$ cat config.mk
export PLATFORM = sky130hd
export DESIGN_NAME = simon_key_rev
export DESIGN_NICKNAME = d
export VERILOG_FILES = /design/src/rtl/simon_pkg.sv /design/src/rtl/simon_rot_mix.sv /design/src/rtl/simon_key_rev.sv
export SDC_FILE = /design/constraint.sdc
export NUM_CORES = 1
export LEC_CHECK = 0
export ABC_CLOCK_PERIOD_IN_PS = 3800
export BUFFER_PORTS_ARGS = -buffer_cell sky130_fd_sc_hd__buf_4
export CORE_ASPECT_RATIO = 1.2
export CORE_MARGIN = 2
export CORE_UTILIZATION = 45
export DETAILED_ROUTE_END_ITERATION = 10
export GPL_TIMING_DRIVEN = 0
export PLACE_DENSITY = 0.64
export SYNTH_ARGS = -nofsm -noshare
export SYNTH_HDL_FRONTEND = slang
export SYNTH_SLANG_ARGS = --single-unit
$ cat constraint.sdc
create_clock -name clk -period 3.8 [get_ports clk]
set_clock_uncertainty 0.2 [all_clocks]
set_input_delay 0.19 -clock clk [delete_from_list [all_inputs] [get_ports clk]]
set_output_delay 0.19 -clock clk [all_outputs]
set_load 0.02 [all_outputs]
$ cat src/rtl/simon_pkg.sv
// rtl/simon_pkg.sv - Simon 128/128 key schedule constants and FSM state type
package simon_pkg;

    localparam logic [63:0] SIMON_C      = 64'hFFFFFFFFFFFFFFFC;
    localparam logic [61:0] SIMON_Z2     = 62'h3369F885192C0EF5;
    localparam int          SIMON_NUM_RK = 68;
    localparam int          SIMON_Z_LEN  = 62;

    // Highest z index before wrapping back to 0.
    localparam logic [5:0] SIMON_Z_MAX       = 6'(SIMON_Z_LEN - 1);
    // z index used to derive k[65] from (k67, k66): (67 - 2) mod 62.
    localparam logic [5:0] SIMON_Z_EMIT      = 6'((SIMON_NUM_RK - 3) % SIMON_Z_LEN);
    // Index of the first round key emitted.
    localparam logic [6:0] SIMON_RK_TOP      = 7'(SIMON_NUM_RK - 1);
    // Step counter value on the last of the 66 forward expansion steps.
    localparam logic [6:0] SIMON_EXPAND_LAST = 7'(SIMON_NUM_RK - 3);

    typedef enum logic [1:0] {
        ST_IDLE   = 2'd0,
        ST_EXPAND = 2'd1,
        ST_EMIT   = 2'd2
    } simon_state_t;

endpackage

$ cat src/rtl/simon_rot_mix.sv
// rtl/simon_rot_mix.sv - combinational ROR3(x) ^ ROR4(x) term of the Simon key schedule
module simon_rot_mix (
    input  logic [63:0] x_i,
    output logic [63:0] y_o
);

    assign y_o = {x_i[2:0], x_i[63:3]} ^ {x_i[3:0], x_i[63:4]};

endmodule

$ cat src/rtl/simon_key_rev.sv
// rtl/simon_key_rev.sv - Simon 128/128 reverse key schedule (k67 down to k0); optional SIMON_KEY_REV_DIRECT_EN adds load_direct
module simon_key_rev
    import simon_pkg::*;
(
    input  logic        clk,
    input  logic        rst,
    input  logic        start,
    input  logic [63:0] key_hi,
    input  logic [63:0] key_lo,
`ifdef SIMON_KEY_REV_DIRECT_EN
    input  logic        load_direct,
`endif
    output logic        busy,
    output logic        rk_valid,
    input  logic        rk_ready,
    output logic [63:0] rk,
    output logic [6:0]  rk_idx,
    output logic        rk_last
);

    simon_state_t state_q, state_d;
    // a holds the newer key word, b the older one: (k[i-1], k[i-2]) while
    // expanding, (k[i], k[i-1]) while emitting.
    logic [63:0]  a_q, a_d;
    logic [63:0]  b_q, b_d;
    logic [5:0]   z_q, z_d;
    logic [6:0]   cnt_q, cnt_d;
    logic [6:0]   idx_q, idx_d;

    logic         direct_sel;
    logic [63:0]  mix_in;
    logic [63:0]  mix_out;
    logic [63:0]  round_c;
    logic [63:0]  fwd_key;
    logic [63:0]  rev_key;

`ifdef SIMON_KEY_REV_DIRECT_EN
    assign direct_sel = load_direct;
`else
    assign direct_sel = 1'b0;
`endif

    // The rotate term always acts on k[i-1]: a while expanding, b while emitting,
    // so one mixer serves both directions.
    assign mix_in  = (state_q == ST_EMIT) ? b_q : a_q;
    assign round_c = SIMON_C ^ {63'd0, SIMON_Z2[z_q]};
    assign fwd_key = round_c ^ b_q ^ mix_out;
    assign rev_key = round_c ^ a_q ^ mix_out;

    simon_rot_mix u_rot_mix (
        .x_i (mix_in),
        .y_o (mix_out)
    );

    // Next-state and datapath update for the IDLE / EXPAND / EMIT sequence.
    always_comb begin
        state_d = state_q;
        a_d     = a_q;
        b_d     = b_q;
        z_d     = z_q;
        cnt_d   = cnt_q;
        idx_d   = idx_q;
        case (state_q)
            ST_IDLE: begin
                if (start) begin
                    a_d   = key_hi;
                    b_d   = key_lo;
                    cnt_d = 7'd0;
                    if (direct_sel) begin
                        z_d     = SIMON_Z_EMIT;
                        idx_d   = SIMON_RK_TOP;
                        state_d = ST_EMIT;
                    end else begin
                        z_d     = 6'd0;
                        state_d = ST_EXPAND;
                    end
                end
            end
            ST_EXPAND: begin
                a_d = fwd_key;
                b_d = a_q;
                if (cnt_q == SIMON_EXPAND_LAST) begin
                    // z is left on the index that produced k67, which is
                    // exactly the one needed to recover k65.
                    idx_d   = SIMON_RK_TOP;
                    state_d = ST_EMIT;
                end else begin
                    cnt_d = cnt_q + 7'd1;
                    z_d   = (z_q == SIMON_Z_MAX) ? 6'd0 : z_q + 6'd1;
                end
            end
            ST_EMIT: begin
                if (rk_ready) begin
                    if (idx_q == 7'd0) begin
                        state_d = ST_IDLE;
                    end else begin
                        a_d   = b_q;
                        b_d   = rev_key;
                        idx_d = idx_q - 7'd1;
                        z_d   = (z_q == 6'd0) ? SIMON_Z_MAX : z_q - 6'd1;
                    end
                end
            end
            default: state_d = ST_IDLE;
        endcase
    end

    // State and datapath registers; reset clears everything.
    always_ff @(posedge clk) begin
        if (rst) begin
            state_q <= ST_IDLE;
            a_q     <= 64'd0;
            b_q     <= 64'd0;
            z_q     <= 6'd0;
            cnt_q   <= 7'd0;
            idx_q   <= 7'd0;
        end else begin
            state_q <= state_d;
            a_q     <= a_d;
            b_q     <= b_d;
            z_q     <= z_d;
            cnt_q   <= cnt_d;
            idx_q   <= idx_d;
        end
    end

    assign busy     = (state_q == ST_EXPAND) || (state_q == ST_EMIT);
    assign rk_valid = (state_q == ST_EMIT);
    assign rk       = rk_valid ? a_q : 64'd0;
    assign rk_idx   = idx_q;
    assign rk_last  = rk_valid && (idx_q == 7'd0);

endmodule

==> metrics.yaml, run 1 <==
wl_per_cell_um: 18.9
min_path_type: "primary input to flip-flop"
maxSlewViolCount: 0
clkPwrFrac_pct: 14.4
pin_count: 206
dr.pass1.iters: 6
cts_made_buffers: 17
cts_sinks: 151
power_switching_mw: 6.77
r2r_end: "a_q[0]"
post_synth_num_cell_types: 56
clkLatencyLatePin_ns: 0.44
synth_area_leaders: "dfxtp_1 (26%), nor2_1 (11%), nand2_1 (6.7%)"
timing.hold.ws_ns: -0.00781
synthCells: 1685
finalCriticalPeriod_ns: 3.56
rows: 63
yosysTopAreaCell: "dfxtp_1"
start_util_pct: 46.1
cp.required_ns: 3.97
crit_path_max_fanout: 10
yosysTopAreaCellShare_pct: 26.4
top_usage_layer: "met2"
holdPathEnd: "a_q[44]"
htreeDepth: 4
cp-start-kind: "flip-flop"
antenna_left: 0
totalWireLength_mm: 44.5
vias_per_cell: 5.79
ff2ff_setup_slack_ns: 0.24
finalHoldViolations: 1
netlist_top_cells_count: "nor2_1 (341), nand2_1 (203), dfxtp_1 (151)"
met1_usage_pct: 41.2
drtIter0Drc: 996
powerDensity_nw_per_um2: 873
cts_tree: "yes"
synthMostInstantiatedCell: "nor2_1"
switching_share_pct: 51.4
die_width_um: 150
drive_gt1_share_pct: 12.9
syn_area_um2: 11500
dpl.cell_count: 2215
crit_type: "flip-flop to flip-flop"
syn_avg_cell_area_um2: 6.80
p_leak_nw: 6.26
p_seq_share_pct: 27.8
num_antenna_cells: 0
met3_usage_pct: 4.17
root_buffer: "clkbuf_16"
status: "finished with violations"
reg2reg_depth: 9
gp_congestion: 0.958
place_hpwl_mm: 32.5
synthArstFlopShare_pct: 0
fin_area_um2: 15100
layout.nets: 2161
grt_overflow: 0
maxCapViolations: 0
grt_pass1_vias: 13303
hp-start: "key_hi[44]"
finalPower_mw: 13.2
cts_setup_buffers: 0
max_slew.worst_pin.slew_ns: 0.960
syn_nets: 1833
use_met2_pct: 59.2
dpl-instance-area_um2: 13400
combPwrFrac_pct: 57.7
groute.usage.overall_pct: 33.6
grt_max_degree: 17
yosys_most_used_dff: "dfxtp_1"
clockBufferDepth: 2
fin_cells: 2351
syn_to_final_growth_pct: 31.9
timing.slew.headroom_pct: 36.0
synth_edf_count: 0
remaining_drc_errors: 0
ys_warn_count: 0
failed_checks: "hold timing"
critPathCaptureType: "flip-flop"
cts.clk_slew.worst_paths_ns: 0.07
route.vias.total: 13602
whs_path_depth: 5
die_area_um2: 26800
fmax_mhz: 281
cp.arrival_ns: 3.72
grt_antenna_before_repair: 0
grt_first_pass_wirelength_mm: 71.2
die_h_um: 179
intPower_mw: 6.42
final_core_util_pct: 60.8
synth_seq_cells: 151
vdd_drop_max_mv: 0.349
setup_viol: 0
ys_seq_area_share_pct: 26.4
port_buffers: 205
core_um2: 24800
rsz0062_at_grt: "no"
reg2reg_from: "state_q[0]"
timing.final.crit_share_pct: 93.6
per-stage QoR:
| step | TNS (ns) | worst slack, ns |
|---|---|---|
| 6_report | 0 | 0.244 |
| 5_1_grt | 0 | 0.0876 |
| 4_1_cts | 0 | 0.0714 |
| 3_5_place_dp | -5.01 | -0.187 |
| 3_3_place_gp | -3.13 | -0.167 |
| 2_1_floorplan | 0 | 0.917 |
state kept, by name, indices dropped and copies added, names as in the netlist:
register / flops
a_q: 64
b_q: 64
cnt_q: 7
rk_idx: 7
z_q: 6
state_q: 2
round_c: 1
power groups by stage:
| stage | Sequential, mW | Clock (mW) | Combinational [mW] |
|---|---|---|---|
| floorplan | 3.19 | 0 | 5.57 |
| global placement | 3.67 | 0 | 7.28 |
| detailed placement | 3.67 | 0 | 7.38 |
| CTS | 3.64 | 1.90 | 7.52 |
| global route | 3.77 | 1.98 | 8.50 |
| finish | 3.67 | 1.91 | 7.61 |
area by class of cell:
class                      instances  area, µm²
buffer                           134        523
tap                              325        407
timing repair buffer             311       2600
multi-input combinational       1381       7840
clock buffer                      19        453
inverter                          17       63.8
sequential                       151       3020
fill                            2413       9720
clock inverter                    13        194
cells in the final DEF, fill, tap and decap left out, drive strengths merged, types with 2 or more instances in the layout:
cell type / netlist / routed
a2bb2oi: 3 / 3
nor4: 2 / 2
mux2i: 10 / 10
and3: 2 / 2
nor3b: 2 / 2
o31ai: 64 / 64
buf: 18 / 223
ha: 16 / 16
o21a: 30 / 30
xor2: 72 / 72
and2: 66 / 66
nand2b: 7 / 7
a211oi: 32 / 32
nor3: 77 / 77
a21oi: 137 / 137
nor2: 341 / 341
and4: 2 / 2
nand3: 6 / 6
a22oi: 2 / 2
clkbuf: 118 / 135
dlygate4sd3: 0 / 106
o21ai: 109 / 109
o211ai: 32 / 32
o22ai: 2 / 2
inv: 16 / 18
a221oi: 66 / 66
a31oi: 4 / 4
nor4b: 2 / 2
nand3b: 4 / 4
nor2b: 3 / 3
or4: 2 / 2
bufinv: 0 / 4
nand2: 203 / 203
a211o: 2 / 2
xnor2: 69 / 69
clkinv: 1 / 7
dfxtp: 151 / 151
cell families (layout without fill, tap and decap cells):
kind of cell / count (synthesis) / after routing / synth area share, %
AOI/OAI and AO/OA: 491 / 491 / 27.9
DFF: 151 / 151 / 26.4
adders and majority gates: 16 / 16 / 1.75
muxes: 10 / 10 / 0.983
buffers and inverters: 153 / 494 / 5.13
xor gates and xnor gates: 141 / 141 / 10.8
and+or+nand+nor: 723 / 723 / 27.0
worst max path at each step:
stage / startpoint / slack [ns] / end
after floorplan: state_q[0] / 0.92 / round_c[0]
after global placement: state_q[0] / -0.17 / rk[59]
after detailed placement: state_q[0] / -0.19 / rk[59]
after CTS: state_q[0] / 0.07 / rk[59]
after global routing: state_q[0] / 0.09 / round_c[0]
final: state_q[0] / 0.24 / a_q[0]
worst max-delay path: stages, from the launching register on:
cell	delay [ns]
dfxtp_1	0.37
inv_1	0.10
ha_1	0.45
clkbuf_1	0.51
clkbuf_1	0.78
clkbuf_1	0.52
nor2_1	0.18
nor3_1	0.21
a21oi_1	0.06
nor2_1	0.09
routing by layer:
metal | share of wire, % | vias to the layer above
li1 | - | 6549
met4 | 3.6 | 0
met5 | 0 | -
met1 | 41 | 6367
met2 | 49 | 568
met3 | 6.0 | 118
repair_timing:
item                                    in CTS  in global routing
gates resized for setup                      4                  0
endpoints found under the setup margin     101                 48
endpoints found under the hold margin      107                  0
hold buffers                               106                  0
Power figures use the tool's default switching activity.
==> run 2: changes to the inputs <==
CTS_CLUSTER_DIAMETER = 150   (was not set)
MAX_ROUTING_LAYER = met4   (was not set)
==> metrics.yaml, run 2 (same netlist as run 1, synthesis figures left out) <==
cp-start-kind: "flip-flop"
powerDensity_nw_per_um2: 882
critPathCaptureType: "flip-flop"
vdd_drop_max_mv: 0.389
fmax_mhz: 280
layout_common_cells: "nor2_1 (341), buf_4 (206), nand2_1 (203)"
status: "finished with violations"
num_antenna_cells: 0
min_path_type: "primary input to flip-flop"
route.vias.total: 13608
dr.pass1.iters: 5
die_width_um: 150
drive_gt1_share_pct: 13.0
cts_sinks: 151
drtIter0Drc: 1057
timing.slew.headroom_pct: 36.6
totalWireLength_mm: 45.0
timing.hold.ws_ns: -0.00889
finalCriticalPeriod_ns: 3.57
multi_input_area_um2: 7840
nFillCells: 2420
setup_viol: 0
cts_tree: "yes"
wl_per_cell_um: 19.2
cts_made_buffers: 17
finalHoldViolations: 5
grt_antenna_before_repair: 0
final_core_util_pct: 60.4
grt_max_degree: 17
maxSlewViolCount: 0
root_buffer: "clkbuf_16"
die_area_um2: 26800
crit_path_max_fanout: 10
crit_type: "flip-flop to flip-flop"
fin_area_um2: 15000
wl_met2_mm: 22.1
groute.usage.overall_pct: 34.3
grt_first_pass_wirelength_mm: 70.3
timing.final.crit_share_pct: 93.8
p_leak_nw: 6.21
ff_latch_area_um2: 3020
ff2ff_setup_slack_ns: 0.23
cp.required_ns: 3.90
rsz0062_at_grt: "no"
highest_layer: "met4"
clockBufferDepth: 2
dpl-instance-area_um2: 13400
post-place-ws_ns: -0.154
final_common_cell: "nor2_1"
grt_overflow: 0
cp.arrival_ns: 3.67
gp_congestion: 0.964
failed_checks: "hold timing"
wl_met1_mm: 18.3
remaining_drc_errors: 0
clkLatencyLatePin_ns: 0.45
die_h_um: 179
pin_count: 206
cts_setup_buffers: 0
core_um2: 24800
maxCapViolations: 0
layout.nets: 2151
place_hpwl_mm: 32.5
met3WireLength_mm: 2.90
rows: 63
port_buffers: 205
reg_top3: "a_q (64), b_q (64)"
cts.clk_slew.worst_paths_ns: 0.06
max_slew.worst_pin.slew_ns: 0.951
vias_per_cell: 5.81
syn_to_final_growth_pct: 31.0
setup_ws_ns: 0.234
grt_pass1_vias: 13102
start_util_pct: 46.1
antenna_left: 0
htreeDepth: 4
## run 2: cell types whose count changed in the layout (fill, tap and decap cells not counted), sizes merged
cell / before / now
clkbuf: 135 / 136
clkinv: 7 / 3
clkinvlp: 1 / 4
dlygate4sd3: 106 / 95
inv: 18 / 19
## run 2: layer usage
| layer | track usage [%] | vias to the layer above |
|---|---|---|
| li1 | - | 6518 |
| met1 | 40.6 | 6334 |
| met2 | 59.0 | 624 |
| met3 | 3.97 | 132 |
| met4 | 14.3 | 0 |
| met5 | - | - |
## run 2: critical path: stages, from the launching register on
cell and delay [ns]:
dfxtp_1 0.38, inv_1 0.11, ha_1 0.46, clkbuf_1 0.53, nand2_1 0.15, nor2_1 0.11
a22oi_1 0.09, mux2i_1 0.30, and2_1 0.24, inv_1 0.08, ha_1 0.30, xor2_1 0.15
nand2_1 0.06, a31oi_1 0.18, mux2i_1 0.09
## run 2: layout make-up
cell class                 instances  share of cell area, %
timing repair buffer             300                   16.6
sequential                       151                   20.2
clock buffer                      19                   3.02
tap                              325                   2.71
buffer                           135                   3.52
multi-input combinational       1381                   52.3
clock inverter                    13                   1.29
inverter                          17                  0.425
## run 2: path summary, 6_finish.rpt
| path | start | endpoint | cells past startpoint |
|---|---|---|---|
| max reg2reg | state_q[0] | round_c[0] | 14 |
| min reg2reg | cnt_q[6] | cnt_q[6] | 2 |
| min | key_lo[8] | b_q[8] | 5 |
| max | state_q[0] | round_c[0] | 14 |
## run 2: metrics by stage
| step | cells | hold WS [ns] | total power, mW | TNS (ns) |
|---|---|---|---|---|
| floorplan | 1685 | 0.110 | 8.76 | 0 |
| global placement | 2215 | 0.276 | 11.0 | -2.71 |
| detailed placement | 2215 | 0.286 | 11.1 | -3.76 |
| CTS | 2342 | 0.000546 | 13.1 | 0 |
| global route | 2341 | 0.0150 | 14.2 | 0 |
| finish | 2341 | -0.00889 | 13.2 | 0 |
## run 2: power by group
| group | leakage, nW | switching [mW] | internal [mW] | total, mW |
|---|---|---|---|---|
| clock | 0.303 | 0.782 | 1.14 | 1.93 |
| sequential | 1.24 | 1.39 | 2.28 | 3.67 |
| combinational | 4.66 | 4.65 | 2.98 | 7.64 |
## run 2: timing repair
| action | 4_1_cts | 5_1_grt |
|---|---|---|
| endpoints found under the setup margin | 81 | 48 |
| endpoints found under the hold margin | 96 | 0 |
| resized for setup | 4 | 2 |
| hold buffers | 95 | 0 |
